--- config.mk ---
export PLATFORM = sky130hd
export DESIGN_NAME = div_iter
export DESIGN_NICKNAME = d
export VERILOG_FILES = /design/src/rtl/div_iter.sv
export SDC_FILE = /design/constraint.sdc
export NUM_CORES = 1
export LEC_CHECK = 0
export BUFFER_PORTS_ARGS = -buffer_cell sky130_fd_sc_hd__buf_2
export CORE_MARGIN = 2
export CORE_UTILIZATION = 45
export CTS_BUF_LIST = sky130_fd_sc_hd__clkbuf_8
export CTS_CLUSTER_SIZE = 12
export DETAILED_ROUTE_END_ITERATION = 8
export GPL_ROUTABILITY_DRIVEN = 0
export GPL_TIMING_DRIVEN = 0
export MAX_ROUTING_LAYER = met4
export SETUP_SLACK_MARGIN = 0.15
export SKIP_LAST_GASP = 1
export SLEW_MARGIN = 20
export SYNTH_ARGS = -nofsm -noshare
export SYNTH_HDL_FRONTEND = slang
export SYNTH_SLANG_ARGS = --single-unit
export TNS_END_PERCENT = 30
--- constraint.sdc ---
create_clock -name i_clk -period 6 [get_ports i_clk]
set_input_delay 0.3 -clock i_clk [delete_from_list [all_inputs] [get_ports i_clk]]
set_output_delay 0.3 -clock i_clk [all_outputs]
set_load 0.02 [all_outputs]
--- src/rtl/div_iter.sv ---
// Multi-cycle radix-2 restoring divider for DIV/DIVU: quotient goes to LO, remainder to HI.
// One iteration per cycle, fixed latency of WIDTH+1 cycles from start to done.
module div_iter #(
  parameter int WIDTH = 32
) (
  input  logic             i_clk,
  input  logic             i_resetn,
  input  logic             i_start,
  input  logic             i_sign,
  input  logic             i_cancel,
  input  logic [WIDTH-1:0] i_dividend,
  input  logic [WIDTH-1:0] i_divisor,
  output logic             o_busy,
  output logic             o_done,
  output logic [WIDTH-1:0] o_quotient,
  output logic [WIDTH-1:0] o_remainder,
  output logic             o_div_zero
);

  localparam int CW = $clog2(WIDTH);
  localparam logic [CW-1:0] LAST = CW'(WIDTH - 1);

  typedef enum logic [1:0] {S_IDLE, S_CALC, S_DONE} state_t;

  state_t           r_state;
  logic [CW-1:0]    r_cnt;
  logic [WIDTH-1:0] r_rem;
  logic [WIDTH-1:0] r_quo;
  logic [WIDTH-1:0] r_dvs;
  logic [WIDTH-1:0] r_dvdRaw;
  logic             r_negQ;
  logic             r_negR;
  logic             r_busy;
  logic             r_done;
  logic [WIDTH-1:0] r_quoOut;
  logic [WIDTH-1:0] r_remOut;
  logic             r_zero;

  logic             w_dvdNeg;
  logic             w_dvsNeg;
  logic [WIDTH-1:0] w_dvdMag;
  logic [WIDTH-1:0] w_dvsMag;
  logic [WIDTH:0]   w_shift;
  logic [WIDTH:0]   w_diff;
  logic             w_fits;
  logic [WIDTH-1:0] w_remNext;
  logic [WIDTH-1:0] w_quoNext;
  logic             w_dvsZero;
  logic [WIDTH-1:0] w_quoFinal;
  logic [WIDTH-1:0] w_remFinal;

  assign w_dvdNeg = i_sign & i_dividend[WIDTH-1];
  assign w_dvsNeg = i_sign & i_divisor[WIDTH-1];
  assign w_dvdMag = w_dvdNeg ? -i_dividend : i_dividend;
  assign w_dvsMag = w_dvsNeg ? -i_divisor : i_divisor;

  // r_quo starts out holding the dividend magnitude; its MSB feeds the partial remainder
  // while quotient bits fill in from the bottom.
  assign w_shift   = {r_rem, r_quo[WIDTH-1]};
  assign w_diff    = w_shift - {1'b0, r_dvs};
  assign w_fits    = (w_shift >= {1'b0, r_dvs});
  assign w_remNext = w_fits ? WIDTH'(w_diff) : WIDTH'(w_shift);
  assign w_quoNext = {r_quo[WIDTH-2:0], w_fits};

  assign w_dvsZero  = (r_dvs == '0);
  assign w_quoFinal = w_dvsZero ? '1 : (r_negQ ? -w_quoNext : w_quoNext);
  assign w_remFinal = w_dvsZero ? r_dvdRaw : (r_negR ? -w_remNext : w_remNext);

  always_ff @(posedge i_clk or negedge i_resetn) begin
    if (!i_resetn) begin
      r_state  <= S_IDLE;
      r_cnt    <= '0;
      r_rem    <= '0;
      r_quo    <= '0;
      r_dvs    <= '0;
      r_dvdRaw <= '0;
      r_negQ   <= 1'b0;
      r_negR   <= 1'b0;
      r_busy   <= 1'b0;
      r_done   <= 1'b0;
      r_quoOut <= '0;
      r_remOut <= '0;
      r_zero   <= 1'b0;
    end else begin
      case (r_state)
        S_IDLE, S_DONE: begin
          r_done <= 1'b0;
          if (i_start && !i_cancel) begin
            r_state  <= S_CALC;
            r_busy   <= 1'b1;
            r_cnt    <= '0;
            r_rem    <= '0;
            r_quo    <= w_dvdMag;
            r_dvs    <= w_dvsMag;
            r_dvdRaw <= i_dividend;
            r_negQ   <= w_dvdNeg ^ w_dvsNeg;
            r_negR   <= w_dvdNeg;
          end else begin
            r_state <= S_IDLE;
          end
        end
        S_CALC: begin
          if (i_cancel) begin
            r_state <= S_IDLE;
            r_busy  <= 1'b0;
          end else begin
            r_rem <= w_remNext;
            r_quo <= w_quoNext;
            r_cnt <= r_cnt + 1'b1;
            if (r_cnt == LAST) begin
              r_state  <= S_DONE;
              r_busy   <= 1'b0;
              r_done   <= 1'b1;
              r_quoOut <= w_quoFinal;
              r_remOut <= w_remFinal;
              r_zero   <= w_dvsZero;
            end
          end
        end
        default: begin
          r_state <= S_IDLE;
          r_busy  <= 1'b0;
          r_done  <= 1'b0;
        end
      endcase
    end
  end

  assign o_busy      = r_busy;
  assign o_done      = r_done;
  assign o_quotient  = r_quoOut;
  assign o_remainder = r_remOut;
  assign o_div_zero  = r_zero;

endmodule

=== Word level (Yosys, flattened, before mapping) ===
Cells that the tools add are included.

* Register bits: 204
* Output and inout port bits: 67

* $add $sub $neg: 6
* Order comparisons: 1
* Equal/unequal tests: 7
* Multiplexer cells: 27
* Bitwise operators: 4
* Reductions and logical operators: 11

{| class="wikitable"
|+ Operators with widths
! operator !! count
|-
| 32-bit 2-to-1 mux || 11
|-
| 32-bit negator || 4
|-
| 32-bit case mux with 2 select lines || 2
|-
| 33-bit by 32-bit greater-or-equal comparator with 1-bit output || 1
|-
| 32-bit zero test || 1
|-
| 32-bit subtractor || 1
|-
| 5-bit 2-to-1 mux || 2
|-
| 5-bit case mux with 2 select lines || 1
|-
| 1-bit 2-to-1 mux || 7
|-
| 2-bit != test, second input constant || 3
|-
| 2-bit AND reduction || 3
|-
| 3-bit AND reduction || 2
|-
| 5-bit by 1-bit adder with 5-bit output, second input constant || 1
|-
| 5-bit equality test, second input constant || 1
|-
| 2-bit 2-to-1 mux || 2
|-
| 2-bit case mux with 2 select lines || 1
|-
| 3-bit != test, second input constant || 1
|-
| 1-bit bitwise AND || 2
|-
| 2-bit by 1-bit equality test with 1-bit output, second input constant || 1
|-
| 2-bit equality test, second input constant || 1
|-
| 2-bit zero test || 1
|-
| 1-bit case mux with 2 select lines || 1
|-
| 2-bit nonzero test || 1
|-
| 2-bit OR reduction || 1
|-
| 4 further kinds || 4
|}

=== Longest topological paths before layout ===
Gate-level depths: netlist of run 1.

* Word-level depth: 5
* Depth in mapped cells: 23
* Gate-level depth less buffers: 18

=== Least setup slack after synthesis of run 1 ===
Ideal clock, no wire load.

* Path type: register to register
* Start: register r_rem[5]
* End: register r_remOut[28], in the netlist o_remainder[28]
* Library setup time: 0.141 ns
* Arrival time: 4.464 ns
* Required time: 5.859 ns
* Setup slack: 1.395 ns
* Cell stages (with the launch flop): 21
* Buffers on the path: 4
* Period minus slack after synthesis: 4.605 ns
* Cells stage by stage: dfrtp_1 ha_1 buf_6 a21o_1 a31o_1 and2_4 o21a_1 o211ai_4 nand2_2 buf_2 buf_2 buf_2 o21ai_0 ha_1 nand4_1 nor3_1 a41oi_1 or4_1 nor3_2 mux2i_1 a31oi_1

* Word-level cells in the longest chain between the ends: 5
* Elaborated cells between the ends (all ways): 6
* Classes of those cells: 2 x add/sub; 1 x order compare; 3 x mux

{| class="wikitable"
|+ RTL lines
! what !! line !! RTL
|-
| start: declaration || 27 || <nowiki>logic [WIDTH-1:0] r_rem;</nowiki>
|-
| start signal: assignment || 107 || <nowiki>r_rem <= w_remNext;</nowiki>
|-
| 32-bit subtractor or 33-bit by 32-bit greater-or-equal comparator with 1-bit output (tied branches) || 60, 61 ||
|-
| 32-bit 2-to-1 mux (*) || 62 || <nowiki>assign w_remNext = w_fits ? WIDTH'(w_diff) : WIDTH'(w_shift);</nowiki>
|-
| 32-bit negator || 67 || <nowiki>assign w_remFinal = w_dvsZero ? r_dvdRaw : (r_negR ? -w_remNext : w_remNext);</nowiki>
|-
| 32-bit 2-to-1 mux (*) (2 in series) || 67 ||
|-
| end signal: assignment || 115 || <nowiki>r_remOut <= w_remFinal;</nowiki>
|-
| end: declaration || 36 || <nowiki>logic [WIDTH-1:0] r_remOut;</nowiki>
|}

Every way passes the cells marked *; elsewhere a longest branch is shown, timed or not.
A chain may end at the register's enable or synchronous reset.

=== Worst setup path in the final report of run 1 ===
* Start: register r_rem[7]
* End: register r_quoOut[30], in the netlist o_quotient[30]

* Word-level cells in the longest chain between the ends: 4

{| class="wikitable"
|+ RTL lines
! what !! line !! RTL
|-
| 33-bit by 32-bit greater-or-equal comparator with 1-bit output || 61 || <nowiki>assign w_fits = (w_shift >= {1'b0, r_dvs});</nowiki>
|-
| 32-bit negator || 66 || <nowiki>assign w_quoFinal = w_dvsZero ? '1 : (r_negQ ? -w_quoNext : w_quoNext);</nowiki>
|-
| 32-bit 2-to-1 mux (2 in series) || 66 ||
|-
| end signal: assignment || 114 || <nowiki>r_quoOut <= w_quoFinal;</nowiki>
|-
| end: declaration || 35 || <nowiki>logic [WIDTH-1:0] r_quoOut;</nowiki>
|}

Every way passes these cells.

==> results of run 1 <==
==> synthesized netlist by cell type, types with 6 or more instances <==
library cell and number:
a21o_1 10, o211ai_1 14, and3_1 17, a31oi_1 23, a22o_1 7, ha_1 38, nor2_1 148, nand2_1 299
o21ai_0 164, buf_2 13, inv_1 54, clkbuf_1 69, o41ai_1 11, nand3_1 27, o31ai_1 25, nand4_1 21
or4_1 12, nor4_1 27, mux2i_1 21, dfrtp_1 204, nand2b_1 8, o21a_1 6, buf_1 7, nor3_1 39
nor2b_1 9, or3_1 24, o22ai_1 6, and2_1 12, a21oi_1 149, a211oi_1 9, xor2_1 77, xnor2_1 53
==> cell type report <==
cell class	count	share of cell area
Clock inverter	22	0.005981
Clock buffer	45	0.03947
Timing Repair Buffer	144	0.05167
Inverter	54	0.01292
Sequential cell	204	0.3254
Multi-Input combinational cell	1347	0.5080
Tap cell	390	0.03110
Buffer	93	0.02552
==> repair_timing <==
action | in CTS | in global routing
cloned | 0 | 0
endpoints found under the hold margin | 44 | 0
resized for setup | 3 | 13
setup endpoints to repair | 4 | 8
hold buffers | 7 | 0
pin swaps | 0 | 1
==> through the flow <==
stage	hold slack [ps]	instances	setup slack (ps)	total power [uW]
5_1_grt	5.934	2299	147.8	8390
4_1_cts	2.462	2299	209.6	7710
3_3_place_gp	458.5	2223	-45.68	6314
3_5_place_dp	204.1	2225	-29.67	6384
6_report	21.00	2299	423.4	7818
2_1_floorplan	4.409	1698	1395	5120
==> worst max-delay path, cell delays in order (launching register included) <==
cell and delay, ps:
dfrtp_1 470, ha_1 320, buf_2 190, a21o_1 210
a31o_1 220, and2_4 180, o21a_1 250, o211ai_4 350
nand2_2 230, inv_1 120, buf_2 340, buf_1 780
ha_1 340, nor2b_1 260, nand3_1 230, o21ai_0 340
nand2_1 170, a21oi_1 190, xor2_1 160, a21oi_1 70
==> power groups by stage <==
stage          clock network, uW  logic, uW  registers [uW]
2_1_floorplan                  0       3280            1840
5_1_grt                     1380       5020            1980
3_3_place_gp                   0       4360            1960
6_report                    1290       4570            1950
3_5_place_dp                   0       4420            1970
4_1_cts                     1310       4460            1940
==> cells by family (layout without fill, tap and decap cells) <==
| logic type | Yosys count | after routing | synth area share |
|---|---|---|---|
| buf+inv | 147 | 358 | 0.04363 |
| fa+ha+maj | 39 | 39 | 0.03637 |
| simple gates | 671 | 671 | 0.2255 |
| flops | 204 | 204 | 0.3748 |
| compound gates | 481 | 481 | 0.2166 |
| xor+xnor | 130 | 130 | 0.08359 |
| mux | 26 | 26 | 0.01956 |
==> registers in the layout, summed over array words and instances (netlist names), 2 cells and up <==
register,cells
r_state,2
r_cnt,5
r_quo,32
o_quotient,32
o_remainder,32
r_rem,32
r_dvs,32
r_dvdRaw,32
==> per-layer routing <==
layer  up-vias  share of wire  GRT usage
met5         -              0          -
met4         0          0.018    0.06182
met3        59          0.075    0.04987
met2       483           0.43     0.4356
met1      6595           0.48     0.4532
li1       6403              -          -
==> worst paths after layout <==
check                                        endpoint                startpoint  slack [ps]
max reg2reg                o_quotient[30]$_DFFE_PN0P_      r_rem[7]$_DFFE_PN0P_         420
min in group asynchronous       r_dvs[25]$_DFFE_PN0P_                  i_resetn         230
max                        o_quotient[30]$_DFFE_PN0P_      r_rem[7]$_DFFE_PN0P_         420
max in group asynchronous     r_dvdRaw[3]$_DFFE_PN0P_                  i_resetn        4630
min reg2reg                  r_dvdRaw[22]$_DFFE_PN0P_  r_dvdRaw[22]$_DFFE_PN0P_         470
min                          r_dvdRaw[13]$_DFFE_PN0P_            i_dividend[13]          20
==> flow_summary.toml, run 1 <==
[run_status]
status = "finished, final reports clean"

[timing]
worst_pin_slew_ps = 994.3
finalSetupViolCount = 0
fin_skew_ps = 28.52
final-hold-violation-count = 0
maxSlewViolCount = 0
fin_crit_sh = 0.9294
tns_ps = 0
fmax_mhz = 179.3
period_needed_ps = 5577
rsz0062_at_grt = "yes"
slew_headroom = 0.3372

[clocking]
cts.sinks = 204
cts_setup_buffers = 0
cts_buffers = 38
htree_num_levels = 2
clk_latency_ps = 550
clkTransAtPathRegs_ps = 70
cts_tree = "done"
root_buffer = "clkbuf_8"
cts.path.max_buffers = 3

[synth]
ys_warn_count = 0
synth.ff_latch_count = 204
yosysTopAreaCellShare = 0.3748
synthCells = 1698
yosysSeqAreaShare = 0.3748
netlist_area_sq_um = 13620
post_synth.cell_area_avg_sq_um = 8.022
yosys.area.top_type = "dfrtp_1"
ys_top_cells_by_area = "dfrtp_1 (37%), nand2_1 (8.2%), o21ai_0 (6.0%), a21oi_1 (5.5%), xor2_1 (5.0%)"
async_flop_share = 1.000
synth_flop_cell = "dfrtp_1"
synth-edff-count = 0
yosysUniqueCellTypes = 85
synthesis.nets = 1806

[final_layout]
mostFrequentLayoutCells = "nand2_1 (299), dfrtp_1 (204), o21ai_0 (163), a21oi_1 (148), nor2_1 (148)"
post-route-util = 0.5280
area_growth_pct = 15.18
fin_nets = 1990
fin_area_sq_um = 15690
multiInputGateArea_sq_um = 7970
drive_above_1_share = 0.1241
num_antenna_cells = 0
seqCellArea_sq_um = 5105
fill_cells = 2924
final_common_cell = "nand2_1"

[routing]
vias_per_cell = 5.890
drt_pass1_iterations = 5
drc = 0
drt_iter0_drc = 1262
routed_wl_mm = 46.25
vias = 13540
antenna_left = 0
wire_per_inst_um = 20.12

[critical_path]
crit_fanout = 10
crit_type = "reg -> reg"
r2r_cells = 19
cp_data_required_time_ps = 6400
cp-start-kind = "flop"
arrival_ps = 5970
endpoint_kind = "flop"

[pwr]
power.leakage_uw = 0.007245
net-switching-power_uw = 3876
peakVddDrop_uv = 239.1
p_int_uw = 3942
power_frac_comb = 0.585
p_per_area_nw_per_um2 = 498.3
clkPwrFrac = 0.165
p_sw_frac = 0.4957
p_seq_frac = 0.250

[global_route]
grt_antenna_before_repair = 1
grt_overflow = 0
grt_max_degree = 87
grt_pass1_wl_mm = 72.41
grt_usage = 0.3044
grt_pass1_vias = 12880

[floorplanning]
core_sq_um = 29720
die_h_um = 178.0
die_w_um = 178.0
start_util = 0.4584
placementRows = 63
fp.dieArea_sq_um = 31680
io_pins = 136

[placed_design]
place_area_sq_um = 14850
io_buffers = 135
dp_hpwl_mm = 36.14

[min_path]
hp-class = "in -> reg"
whs_path_depth = 3

[job]
drv_cap = 0
Power figures use the tool's default switching activity.
==> run 2, diff against run 1 <==
--- a/config.mk
+++ b/config.mk
@@ -14,6 +14,7 @@
 export GPL_ROUTABILITY_DRIVEN = 0
 export GPL_TIMING_DRIVEN = 0
 export MAX_ROUTING_LAYER = met4
+export PLACE_DENSITY = 0.71
 export SETUP_SLACK_MARGIN = 0.15
 export SKIP_LAST_GASP = 1
 export SLEW_MARGIN = 20
==> run 2 against run 1 <==
Net effect:
- hold slack lost 9.2 ps
- utilization rose by 0.44 points
- sequential power about the same
- clock skew increased by 3.5 ps
- combinational power barely moved
- first-iteration DRC count rose by 21%
- count of clock-buffer cells in the layout up 4
- design area grew 0.84%
- critical endpoint is now o_remainder[28]$_DFFE_PN0P_
==> flow_summary.toml, run 2 (synthesis results as in run 1) <==
[pwr]
p_per_area_nw_per_um2 = 505.6
finalPower_uw = 7999
peakVddDrop_uv = 260.3
power.leakage_uw = 0.007271

[routing]
wire_per_inst_um = 19.34
drt_pass1_iterations = 5
drt_iter0_drc = 1532
routed_wl_mm = 44.49
antenna_left = 0
vias_per_cell = 5.981
drc = 0
vias = 13760

[critical_path]
cp_data_required_time_ps = 6400
arrival_ps = 6060
cp-start-kind = "flop"
endpoint_kind = "flop"
crit_fanout = 10
crit_type = "reg -> reg"

[placed_design]
io_buffers = 135
place_inst = 2225
dp_hpwl_mm = 33.96

[timing]
maxSlewViolCount = 0
worst_pin_slew_ps = 932.5
fin_crit_sh = 0.9444
slew_headroom = 0.3784
finalSetupViolCount = 0
rsz0062_at_grt = "yes"
final-hold-violation-count = 0
hold_slack_ps = 11.76
fin_skew_ps = 31.98
fmax_mhz = 176.5
period_needed_ps = 5667

[final_layout]
post-route-util = 0.5324
mostFrequentLayoutCells = "nand2_1 (299), dfrtp_1 (204), o21ai_0 (163), a21oi_1 (148), nor2_1 (148)"
fin_nets = 1991
num_antenna_cells = 0
drive_above_1_share = 0.1293
final_common_cell = "nand2_1"
fill_cells = 2812
final-instance-count-excl-fill = 2300
area_growth_pct = 16.15

[clocking]
cts_buffers = 37
clk_latency_ps = 560
cts.path.max_buffers = 3
cts_tree = "done"
root_buffer = "clkbuf_8"
clkTransAtPathRegs_ps = 70
cts.sinks = 204
htree_num_levels = 2

[job]
drv_cap = 0

[min_path]
hp-class = "in -> reg"

[global_route]
grt_antenna_before_repair = 0
grt_pass1_vias = 13080
grt_usage = 0.2896
grt_pass1_wl_mm = 69.96
grt_overflow = 0
grt_max_degree = 81

[floorplanning]
core_sq_um = 29720
start_util = 0.4584
die_h_um = 178.0
io_pins = 136
fp.dieArea_sq_um = 31680
placementRows = 63
die_w_um = 178.0

[run_status]
status = "finished, final reports clean"
## run 2: per-layer routing
layer	GRT usage	routed length [um]
met5	-	0
met4	0.09802	1545
met3	0.04199	3539
met2	0.4259	19450
met1	0.4091	19960
## run 2: repair_timing
action | in CTS | in global routing
setup buffers | 0 | 0
endpoints found under the hold margin | 60 | 0
endpoints found under the setup margin | 4 | 12
hold buffers | 9 | 0
resized for setup | 2 | 12
## run 2: metrics by stage
stage / setup TNS, ps / setup slack (ps) / cell area [sq um]
global placement: -8.650 / -8.650 / 14790
global route: 0 / 111.4 / 15820
floorplan: 0 / 1395 / 13620
CTS: 0 / 147.4 / 15790
detailed placement: 0 / 14.78 / 14850
finish: 0 / 333.4 / 15820
## run 2: path summary, 6_finish.rpt
check	start	to	slack, ps	cells past startpoint
worst max-delay path	r_rem[10]$_DFFE_PN0P_	o_remainder[28]$_DFFE_PN0P_	330	20
worst min-delay path	i_dividend[23]	r_dvdRaw[23]$_DFFE_PN0P_	10	3
worst max register to register	r_rem[10]$_DFFE_PN0P_	o_remainder[28]$_DFFE_PN0P_	330	20
worst min register to register	r_dvdRaw[24]$_DFFE_PN0P_	r_dvdRaw[24]$_DFFE_PN0P_	480	2
max in group asynchronous	i_resetn	r_quo[20]$_DFFE_PN0P_	4640	4
min in group asynchronous	i_resetn	r_dvs[4]$_DFFE_PN0P_	270	2
## run 2: area by class of cell
type | count | area [sq um] | share of cell area
inverter | 54 | 202.7 | 0.01281
clock buffer | 49 | 674.4 | 0.04263
tap | 390 | 488.0 | 0.03084
clock inverter | 17 | 161.4 | 0.01020
multi-input combinational | 1347 | 7959 | 0.5030
sequential | 204 | 5105 | 0.3227
timing repair buffer | 146 | 830.8 | 0.05251
buffer | 93 | 400.4 | 0.02531
## run 2: where the power goes
| group | internal, uW | switching (uW) | total [uW] |
|---|---|---|---|
| logic | 1640 | 2920 | 4560 |
| registers | 1620 | 320 | 1940 |
| clock network | 865 | 633 | 1500 |
## run 2: critical path, stage by stage, from the launching register on
cell and delay [ps]:
dfrtp_1 470, ha_1 470, nand4_1 240, nor4_2 450, nand3_1 190, and3_1 220
buf_2 200, nand2_2 210, clkbuf_4 300, clkbuf_4 300, clkbuf_4 300, nand2_1 80
o21ai_1 160, ha_2 320, nand4_1 140, nor3_1 180, a41oi_1 180, or4_4 560
nor3_2 190, mux2i_1 220, a31oi_1 100
